==> config.mk <==
export PLATFORM = sky130hd
export DESIGN_NAME = alu_issue_queue
export DESIGN_NICKNAME = d
export VERILOG_FILES = /design/src/rtl/rv32i_types.sv /design/src/rtl/oldest_ready_select.sv /design/src/rtl/alu_issue_queue.sv
export SDC_FILE = /design/constraint.sdc
export NUM_CORES = 2
export LEC_CHECK = 0
export ABC_AREA = 1
export BUFFER_PORTS_ARGS = -buffer_cell sky130_fd_sc_hd__buf_4
export CORE_ASPECT_RATIO = 1.2
export CORE_MARGIN = 3
export CORE_UTILIZATION = 60
export CTS_CLUSTER_SIZE = 10
export DETAILED_ROUTE_END_ITERATION = 10
export GPL_ROUTABILITY_DRIVEN = 0
export PLACE_DENSITY = 0.81
export RECOVER_POWER = 100
export SYNTH_ARGS = -nofsm -noshare
export SYNTH_HDL_FRONTEND = slang
export SYNTH_SLANG_ARGS = --single-unit
==> constraint.sdc <==
create_clock -name clk -period 30.9 [get_ports clk]
set_input_delay 1.545 -clock clk [delete_from_list [all_inputs] [get_ports clk]]
set_output_delay 1.545 -clock clk [all_outputs]
set_load 0.01 [all_outputs]
==> src/rtl/rv32i_types.sv <==
// Shared core types: renamed-instruction payload, CDB broadcast and ALU reservation-station slot.
package rv32i_types;

  localparam int ROB_SIZE         = 16;
  localparam int NUM_PREGS        = 64;
  localparam int PW               = $clog2(NUM_PREGS);
  localparam int RW               = $clog2(ROB_SIZE);
  localparam int RS_DEPTH_DEFAULT = 8;

  typedef enum logic [3:0] {
    ALU_ADD, ALU_SUB, ALU_AND, ALU_OR, ALU_XOR,
    ALU_SLL, ALU_SRL, ALU_SRA, ALU_SLT, ALU_SLTU
  } alu_op_t;

  typedef struct packed {
    alu_op_t         alu_op;
    logic            use_imm;
    logic [31:0]     imm;
    logic [31:0]     pc;
    logic [PW-1:0]   pd;
    logic [RW-1:0]   rob_index;
  } reservation_station_entry_t;

  typedef struct packed {
    logic            execute_valid;
    logic            regf_we;
    logic [PW-1:0]   phys_rd;
    logic [31:0]     rd_data;
    logic [RW-1:0]   rob_index;
  } data_bus_package_t;

  typedef struct packed {
    logic                        valid;
    reservation_station_entry_t  entry;
    logic [PW-1:0]               ps1;
    logic [PW-1:0]               ps2;
    logic                        rdy1;
    logic                        rdy2;
  } rs_slot_t;

  // Distance from the ROB head; modulo arithmetic keeps ordering correct across wrap.
  function automatic logic [RW-1:0] rob_age(input logic [RW-1:0] idx, input logic [RW-1:0] head);
    return idx - head;
  endfunction

endpackage

==> src/rtl/oldest_ready_select.sv <==
// Combinational pick of the ready slot with the smallest age; zero latency, no backpressure.
module oldest_ready_select #(
  parameter int N  = 8,
  parameter int AW = 4,
  parameter int IW = $clog2(N)
) (
  input  logic [N-1:0]         rdy_i,
  input  logic [N-1:0][AW-1:0] age_i,
  output logic [IW-1:0]        gnt_idx_o,
  output logic                 gnt_vld_o
);

  logic [AW-1:0] best_age;

  always_comb begin
    best_age  = '0;
    gnt_idx_o = '0;
    gnt_vld_o = 1'b0;
    for (int i = 0; i < N; i++) begin
      if (rdy_i[i] && (!gnt_vld_o || (age_i[i] < best_age))) begin
        gnt_vld_o = 1'b1;
        best_age  = age_i[i];
        gnt_idx_o = IW'(i);
      end
    end
  end

endmodule

==> src/rtl/alu_issue_queue.sv <==
// ALU reservation station + single-stage issue register; dispatch-to-issue 2 edges, CDB wakeup-to-issue 2 edges.
// Dispatch stalls via rs_full (combinational from occupancy); the issue side never stalls.
module alu_issue_queue
  import rv32i_types::*;
#(
  parameter int RS_DEPTH = RS_DEPTH_DEFAULT
) (
  input  logic                        clk,
  input  logic                        rst,
  input  logic                        dispatch_valid,
  input  reservation_station_entry_t  dispatch_entry,
  input  logic [PW-1:0]               dispatch_ps1,
  input  logic [PW-1:0]               dispatch_ps2,
  input  logic                        dispatch_ps1_rdy,
  input  logic                        dispatch_ps2_rdy,
  output logic                        rs_full,
  input  data_bus_package_t           cdb,
  output reservation_station_entry_t  line_to_execute,
  output logic                        execute_valid_alu,
  output logic [PW-1:0]               issue_ps1,
  output logic [PW-1:0]               issue_ps2,
  input  logic                        branch_recovery,
  input  logic [RW-1:0]               br_issue_ptr,
  input  logic [RW-1:0]               rob_head
);

  localparam int IW = $clog2(RS_DEPTH);

  rs_slot_t                    slots_q [RS_DEPTH];
  rs_slot_t                    slots_d [RS_DEPTH];
  reservation_station_entry_t  line_q, line_d;
  logic                        vld_q, vld_d;
  logic [PW-1:0]               ps1_q, ps1_d, ps2_q, ps2_d;

  logic [RS_DEPTH-1:0]         valid_vec, rdy_vec;
  logic [RS_DEPTH-1:0][RW-1:0] age_vec;
  logic [IW-1:0]               free_idx, gnt_idx;
  logic                        gnt_vld, squash_gnt, wake;
  logic [RW-1:0]               br_age;
  rs_slot_t                    new_slot;
  logic                        unused_cdb;

  assign unused_cdb = ^{cdb.rd_data, cdb.rob_index};

  assign wake    = cdb.execute_valid & cdb.regf_we & (cdb.phys_rd != '0);
  assign br_age  = rob_age(br_issue_ptr, rob_head);
  assign rs_full = &valid_vec;

  always_comb begin
    valid_vec = '0;
    rdy_vec   = '0;
    age_vec   = '0;
    for (int i = 0; i < RS_DEPTH; i++) begin
      valid_vec[i] = slots_q[i].valid;
      rdy_vec[i]   = slots_q[i].valid & slots_q[i].rdy1 & slots_q[i].rdy2;
      age_vec[i]   = rob_age(slots_q[i].entry.rob_index, rob_head);
    end
  end

  always_comb begin
    free_idx = '0;
    for (int i = RS_DEPTH - 1; i >= 0; i--) begin
      if (!valid_vec[i]) free_idx = IW'(i);
    end
  end

  oldest_ready_select #(
    .N  (RS_DEPTH),
    .AW (RW),
    .IW (IW)
  ) u_select (
    .rdy_i     (rdy_vec),
    .age_i     (age_vec),
    .gnt_idx_o (gnt_idx),
    .gnt_vld_o (gnt_vld)
  );

  // A source matching this cycle's broadcast is captured as ready on the way in.
  always_comb begin
    new_slot       = '0;
    new_slot.valid = 1'b1;
    new_slot.entry = dispatch_entry;
    new_slot.ps1   = dispatch_ps1;
    new_slot.ps2   = dispatch_ps2;
    new_slot.rdy1  = dispatch_ps1_rdy | (wake && (dispatch_ps1 == cdb.phys_rd));
    new_slot.rdy2  = dispatch_ps2_rdy | (wake && (dispatch_ps2 == cdb.phys_rd));
  end

  assign squash_gnt = branch_recovery && (age_vec[gnt_idx] > br_age);

  always_comb begin
    slots_d = slots_q;
    line_d  = line_q;
    ps1_d   = ps1_q;
    ps2_d   = ps2_q;
    vld_d   = gnt_vld & ~squash_gnt;

    for (int i = 0; i < RS_DEPTH; i++) begin
      if (wake && slots_q[i].valid) begin
        if (slots_q[i].ps1 == cdb.phys_rd) slots_d[i].rdy1 = 1'b1;
        if (slots_q[i].ps2 == cdb.phys_rd) slots_d[i].rdy2 = 1'b1;
      end
    end

    if (gnt_vld) begin
      slots_d[gnt_idx].valid = 1'b0;
      if (!squash_gnt) begin
        line_d = slots_q[gnt_idx].entry;
        ps1_d  = slots_q[gnt_idx].ps1;
        ps2_d  = slots_q[gnt_idx].ps2;
      end
    end

    if (branch_recovery) begin
      for (int i = 0; i < RS_DEPTH; i++) begin
        if (age_vec[i] > br_age) slots_d[i].valid = 1'b0;
      end
    end

    // The free slot is never the granted one, so dispatch cannot collide with issue.
    if (dispatch_valid && !rs_full && !branch_recovery) begin
      slots_d[free_idx] = new_slot;
    end
  end

  always_ff @(posedge clk) begin
    if (rst) begin
      for (int i = 0; i < RS_DEPTH; i++) slots_q[i] <= '0;
      line_q <= '0;
      vld_q  <= 1'b0;
      ps1_q  <= '0;
      ps2_q  <= '0;
    end else begin
      slots_q <= slots_d;
      line_q  <= line_d;
      vld_q   <= vld_d;
      ps1_q   <= ps1_d;
      ps2_q   <= ps2_d;
    end
  end

  assign line_to_execute   = line_q;
  assign execute_valid_alu = vld_q;
  assign issue_ps1         = ps1_q;
  assign issue_ps2         = ps2_q;

endmodule

# Yosys cells after proc, flatten, opt, wreduce, memory -nomap -nowiden

Cells that the tools add are included.

Register bits: 844
Latch bits: 0
Bits in writable memories: 0
ROM bits: 0
Memories: 0

Add/subtract/negate cells: 9
Multiply operators: 0
Div/mod/pow operators: 0
Order comparisons: 21
Equality and inequality tests: 18
Shift operators: 0
Muxes and demuxes: 83
Bitwise operators: 24
Reductions and logical operators: 41

Operators by type and width:

| operator           | count |
|---|---|
| $bwmux 752         | 2 |
| $mux 752           | 2 |
| $demux 94 s3       | 2 |
| $bmux 94 s3        | 1 |
| $mux 94            | 2 |
| $mux 93            | 2 |
| $eq 6x6->1         | 18 |
| $mux 1             | 41 |
| $gt 4x4->1         | 9 |
| $mux 3             | 12 |
| $sub 4x4->4        | 9 |
| $mux 4             | 8 |
| $lt 4x4->1         | 7 |
| $logic_and 1x1->1  | 22 |
| $mux 2             | 10 |
| $and 1x1->1        | 19 |
| $bmux 4 s3         | 1 |
| $logic_not 1->1    | 9 |
| $ge 4x4->1 const B | 2 |
| $lt 4x1->1 const B | 2 |
| $not 3->4          | 2 |
| $reduce_and 8->1   | 1 |
| $logic_or 1x1->1   | 7 |
| $reduce_bool 6->1  | 1 |
| 4 further kinds    | 5 |

# Longest topological paths before layout

Word-level depth: 42
Depth in mapped cells: 90
Depth with buffers taken out: 86

# Hierarchy

Synthesis repeated with hierarchy kept, for this count alone.

Cells, all modules: 6057
Area total of the unflattened synthesis: 40890.5 µm²

By module, submodules not included:

| module              | times used | cells an instance | area each (µm²) | sequential area each (µm²) |
|---|---|---|---|---|
| alu_issue_queue     | 1          | 5870              | 39839.5         | 16896.2 |
| oldest_ready_select | 1          | 187               | 1051.0          | 0.0 |

# Least setup slack after synthesis

No wires, ideal clock.

Path type: in2reg
From: input rob_head[1]
To: register ps1_q[0] (netlist: issue_ps1[0])
Data arrival time: 10819 ps
Setup slack: 19964 ps
Cell stages on the path: 73
Cell sequence: inv_1 > ha_1 > nand3_1 > nand2_1 > xor2_1 > nand2_1 > ha_1 > a21oi_1 > nand2_1 > nand2_2 > nand2_2 > o21ai_0 > ha_1 > a21oi_1 > nand2_1 > nand2_2 > nand2_4 > o21ai_0 > (+37 left out) > buf_6 > buf_4 > nand3_1 > nand2_1 > nor2_1 > ha_1 > a21oi_1 > nor2_1 > a211oi_1 > inv_1 > a31oi_1 > inv_1 > clkbuf_1 > clkbuf_1 > a21oi_1 > nand2_1 > nor2_1 > nor2_1

Word-level cells in the longest chain between the ends: 36

Ends and longest elaborated chain:

| element                                       | line                      | source |
|---|---|---|
| from (decl)                                   | alu_issue_queue.sv:24     | `input logic [RW-1:0] rob_head` |
| $sub 4x4->4                                   | rv32i_types.sv:43         | `return idx - head;` |
| $mux 4                                        | oldest_ready_select.sv:20 | `if (rdy_i[i] && (!gnt_vld_o \|\| (age_i[i] < best_age))) begin` |
| $lt 4x4->1                                    | oldest_ready_select.sv:20 |  |
| $logic_or 1x1->1                              | oldest_ready_select.sv:20 |  |
| $logic_and 1x1->1                             | oldest_ready_select.sv:20 |  |
| $mux 4 or $mux 1 (tied branches)              | oldest_ready_select.sv:20 |  |
| $lt 4x4->1 or $logic_not 1->1 (tied branches) | oldest_ready_select.sv:20 |  |
| $logic_or 1x1->1                              | oldest_ready_select.sv:20 |  |
| (+20 left out)                                | --                        |  |
| $logic_and 1x1->1                             | oldest_ready_select.sv:20 |  |
| $mux 3                                        | oldest_ready_select.sv:20 |  |
| $bmux 4 s3                                    | alu_issue_queue.sv:89     | `assign squash_gnt = branch_recovery && (age_vec[gnt_idx] > br_age);` |
| $mux 4 (implied by the code)                  | alu_issue_queue.sv:89     |  |
| $gt 4x4->1                                    | alu_issue_queue.sv:89     |  |
| $logic_and 1x1->1                             | alu_issue_queue.sv:89     |  |
| $not 1->1 (no source line)                    | --                        |  |
| $reduce_and 2->1 (no source line)             | --                        |  |
| to (signal assigned)                          | alu_issue_queue.sv:137    | `ps1_q <= ps1_d;` |
| to (decl)                                     | alu_issue_queue.sv:33     | `logic [PW-1:0] ps1_q, ps1_d, ps2_q, ps2_d;` |

Several ways; a longest one is shown, not always the timed one. The select of a mux whose other input is x is not followed.
A chain may end at the register's enable or synchronous reset.

# Final worst setup path

From: input rob_head[1]
To: register ps2_q[1] (netlist: issue_ps2[1])

Word-level cells in the longest chain between the ends: 36

Ends and longest elaborated chain:

| element                                       | line                      | source |
|---|---|---|
| $sub 4x4->4                                   | rv32i_types.sv:43         |  |
| $mux 4                                        | oldest_ready_select.sv:20 |  |
| $lt 4x4->1                                    | oldest_ready_select.sv:20 |  |
| $logic_or 1x1->1                              | oldest_ready_select.sv:20 |  |
| $logic_and 1x1->1                             | oldest_ready_select.sv:20 |  |
| $mux 4 or $mux 1 (tied branches)              | oldest_ready_select.sv:20 |  |
| $lt 4x4->1 or $logic_not 1->1 (tied branches) | oldest_ready_select.sv:20 |  |
| $logic_or 1x1->1                              | oldest_ready_select.sv:20 |  |
| (+20 left out)                                | --                        |  |
| $logic_and 1x1->1                             | oldest_ready_select.sv:20 |  |
| $mux 3                                        | oldest_ready_select.sv:20 |  |
| $bmux 4 s3                                    | alu_issue_queue.sv:89     |  |
| $mux 4 (implied by the code)                  | alu_issue_queue.sv:89     |  |
| $gt 4x4->1                                    | alu_issue_queue.sv:89     |  |
| $logic_and 1x1->1                             | alu_issue_queue.sv:89     |  |
| $not 1->1 (no source line)                    | --                        |  |
| $reduce_and 2->1 (no source line)             | --                        |  |
| to (signal assigned)                          | alu_issue_queue.sv:138    | `ps2_q <= ps2_d;` |
| to (decl)                                     | alu_issue_queue.sv:33     |  |

Several ways; a longest one is shown, not always the timed one. The select of a mux whose other input is x is not followed.

==> results.sh <==
export IMPL_avgSynthCellArea_sq_um=7.02
export IMPL_grtUsageMet1=0.418
export IMPL_finalHoldViolations=0
export IMPL_chipWidth_um=244
export IMPL_final_max_slew_viol_count=1318
export IMPL_post_cts_resized=0
export IMPL_pin_count=242
export IMPL_netlist_area_sq_um=40800
export IMPL_synth_cells=5805
export IMPL_start_util=0.607
export IMPL_cts_clk_slew_worst_paths_ns=0.06
export IMPL_dpl_worst_slack_ns=14.61
export IMPL_synth_seq_cells=844
export IMPL_ir_worst_vdd_mv=0.0455
export IMPL_hold_buffers=0
export IMPL_portBuffers=205
export IMPL_ctsLongestPathBuffers=3
export IMPL_ant_nets=0
export IMPL_stdcell_count=6616
export IMPL_busiest_layer="met2"
export IMPL_path_max_fanout=139
export IMPL_timing_critical_path_mode_cell="nand2_1"
export IMPL_cts_buffers_inserted=94
export IMPL_power_leakage_uw=0.0175
export IMPL_overflow=0
export IMPL_dpl_hpwl_um=67300
export IMPL_fmax_mhz=46.3
export IMPL_met2_usage=0.542
export IMPL_reg2reg_from="slots_q[672]$_SDFFE_PP0P_"
export IMPL_finalCritPeriodShare=0.699
export IMPL_fin_ws_ns=9.29
export IMPL_outcome="complete, but fails checks"
export IMPL_dp_cells=6503
export IMPL_insertion_delay_ns=0.65
export IMPL_area_delta_synth_final_pct=7.69
export IMPL_min_to="slots_q[155]$_SDFFE_PP0P_"
export IMPL_reg2regPathDepth=74
export IMPL_crit_arrival_ns=22.12
export IMPL_worstHoldPathType="register to register"
export IMPL_yosysWarnings=0
export IMPL_core_sq_um=67100
export IMPL_wl_per_cell_um=18.6
export IMPL_drc=0
export IMPL_use_met3=0.0607
export IMPL_gr_usage_all_layers=0.332
export IMPL_fin_skew_ns=0.0246
export IMPL_rows=104
export IMPL_slew_headroom=-4.50
export IMPL_wirelength_um=123000
export IMPL_rsz0062_at_grt="no"
export IMPL_crit_path_end_kind="register"
export IMPL_cpPeakStageDelay_ns=3.83
export IMPL_postCtsSetupBuffers=0
export IMPL_final_core_util=0.654
export IMPL_grt_max_degree=237
export IMPL_finalSetupTns_ns=0
export IMPL_syn_nets=6039
export IMPL_cts_tree="built"
export IMPL_grt_pass1_wl_um=192000
export IMPL_drt_pass1_iter_count=8
export IMPL_max_cap_violations=13
export IMPL_worstMarginPinSlew_ns=8.24
export IMPL_fp_dieH_um=291
export IMPL_violations="capacitance limit, slew limit"
export IMPL_antenna_found_initial=16
export IMPL_crit_path_start_kind="primary input"
export IMPL_yosys_cell_types_count=41
export IMPL_die_area_sq_um=71100
export IMPL_vias_per_cell=5.87
export IMPL_drt_iter0_markers=4275
export IMPL_drive_above_1_share=0.0468
export IMPL_vias=38800
export IMPL_grt_pass1_vias=36000
export IMPL_yosysSeqAreaShare=0.415
export IMPL_r2r_end="issue_ps2[1]$_SDFFE_PP0P_"
export IMPL_root_buffer="clkbuf_16"
export IMPL_crit_slowest_cell="nand2_1"
export IMPL_cts_htree_levels=3
export IMPL_whs_path_depth=2
export IMPL_finalNetCount=5932
export IMPL_r2r_slack_ns=10.50
export IMPL_power_density_nw_per_um2=51.5
export IMPL_required_ns=31.41
export IMPL_hp_start="slots_q[155]$_SDFFE_PP0P_"
export IMPL_criticalPathCategory="primary input to register"
export IMPL_cts_sinks=844
export IMPL_setup_viol=0
export IMPL_fin_crit_ns=21.61
[cells in the mapped netlist, drive strengths merged]
library cell,number,area share
clkbuf,322,0.030
inv,608,0.056
clkinv,2,0.00018
a21oi,663,0.081
fa,9,0.0044
o22ai,20,0.0031
a211oi,6,0.0011
nand2,760,0.072
o221ai,2,0.00043
o211ai,7,0.0013
o21ai,960,0.12
xor2,36,0.0077
o221a,2,0.00055
a31oi,6,0.00092
a32oi,1,0.00021
o41ai,1,0.00021
a41oi,1,0.00021
and3,1,0.00015
dfxtp,844,0.41
o2111ai,8,0.0017
a221oi,10,0.0021
ha,76,0.023
nand3,410,0.050
nor2,633,0.059
buf,126,0.018
nor4,13,0.0020
a2111oi,3,0.00064
nand3b,214,0.039
nand4,12,0.0018
nor3,14,0.0017
o311ai,1,0.00021
xnor2,34,0.0073
[per-stage QoR]
stage | hold WS [ns] | total power [uW] | area [sq um]
after floorplan | 0.425 | 1250 | 40800
after global placement | 0.434 | 1310 | 41900
after detailed placement | 0.439 | 1310 | 41900
after CTS | 0.447 | 2260 | 44400
after global routing | 0.462 | 2330 | 43900
final | 0.446 | 2260 | 43900
[sequential cells by signal, indices dropped and copies added, names as in the netlist]
signal and flops:
slots_q 752, line_to_execute 79, issue_ps1 6, issue_ps2 6, execute_valid_alu 1
[metal layers]
metal | up-vias | part of all wire
li1 | 18800 | -
met1 | 17800 | 0.40
met2 | 1767 | 0.46
met3 | 401 | 0.092
met4 | 6 | 0.049
met5 | - | 0.00037
[cells by family after synthesis]
logic type                 after synthesis  share of synthesized area
xor gates and xnor gates                70                     0.0150
adders and majority gates               85                     0.0278
buffers and inverters                 1058                      0.104
DFF                                    844                      0.415
AOI/OAI and AO/OA                     1691                      0.212
and+or+nand+nor                       2057                      0.227
[critical path: cells and delay by family]
family	cells	cell delay, ns
adder cells (fa/ha/maj)	9	2.79
buffers and inverters	9	3.10
AND/OR/NAND/NOR	40	9.82
AO/OA/AOI/OAI	14	4.28
XOR/XNOR	1	0.26
[cell usage in the layout (no fill, tap or decap), types with 20 or more instances in the layout]
master and instances:
inv_1 604, xor2_1 36, o22ai_1 20, clkbuf_1 105, dfxtp_1 844, o21ai_0 958, ha_1 76, nand3b_1 214
clkbuf_16 95, buf_4 139, nand3_1 410, nor2_1 629, a21oi_1 663, nand2_1 747, xnor2_1 34
[report_power, final]
part | total [uW] | leakage, uW | internal [uW] | switching (uW)
combinational | 189 | 0.00948 | 71.1 | 118
clock | 959 | 0.00120 | 540 | 419
sequential | 1110 | 0.00682 | 1100 | 6.85
total | 2260 | 0.0175 | 1720 | 544
[layout make-up]
| cell class | instances | area [sq um] |
|---|---|---|
| diodes | 12 | 30.0 |
| clock buffers | 96 | 2380 |
| clock inverters | 5 | 53.8 |
| fillers | 6037 | 23300 |
| inverters | 610 | 2300 |
| multi-input cells | 3903 | 19600 |
| flip-flops and latches | 844 | 16900 |
| well taps | 901 | 1130 |
| repair buffers | 245 | 1460 |
[how the worst max path moves through the flow]
stage,slack (ns),start,to
6_report,9.29,rob_head[1],issue_ps2[1]$_SDFFE_PP0P_
5_1_grt,7.72,rob_head[1],issue_ps2[1]$_SDFFE_PP0P_
4_1_cts,15.24,rob_head[1],issue_ps2[1]$_SDFFE_PP0P_
3_5_place_dp,14.61,rob_head[1],issue_ps2[1]$_SDFFE_PP0P_
3_3_place_gp,14.92,rob_head[1],issue_ps2[1]$_SDFFE_PP0P_
2_1_floorplan,19.96,rob_head[1],issue_ps1[0]$_SDFFE_PP0P_
Note: power is estimated with default switching activity, not from simulation.
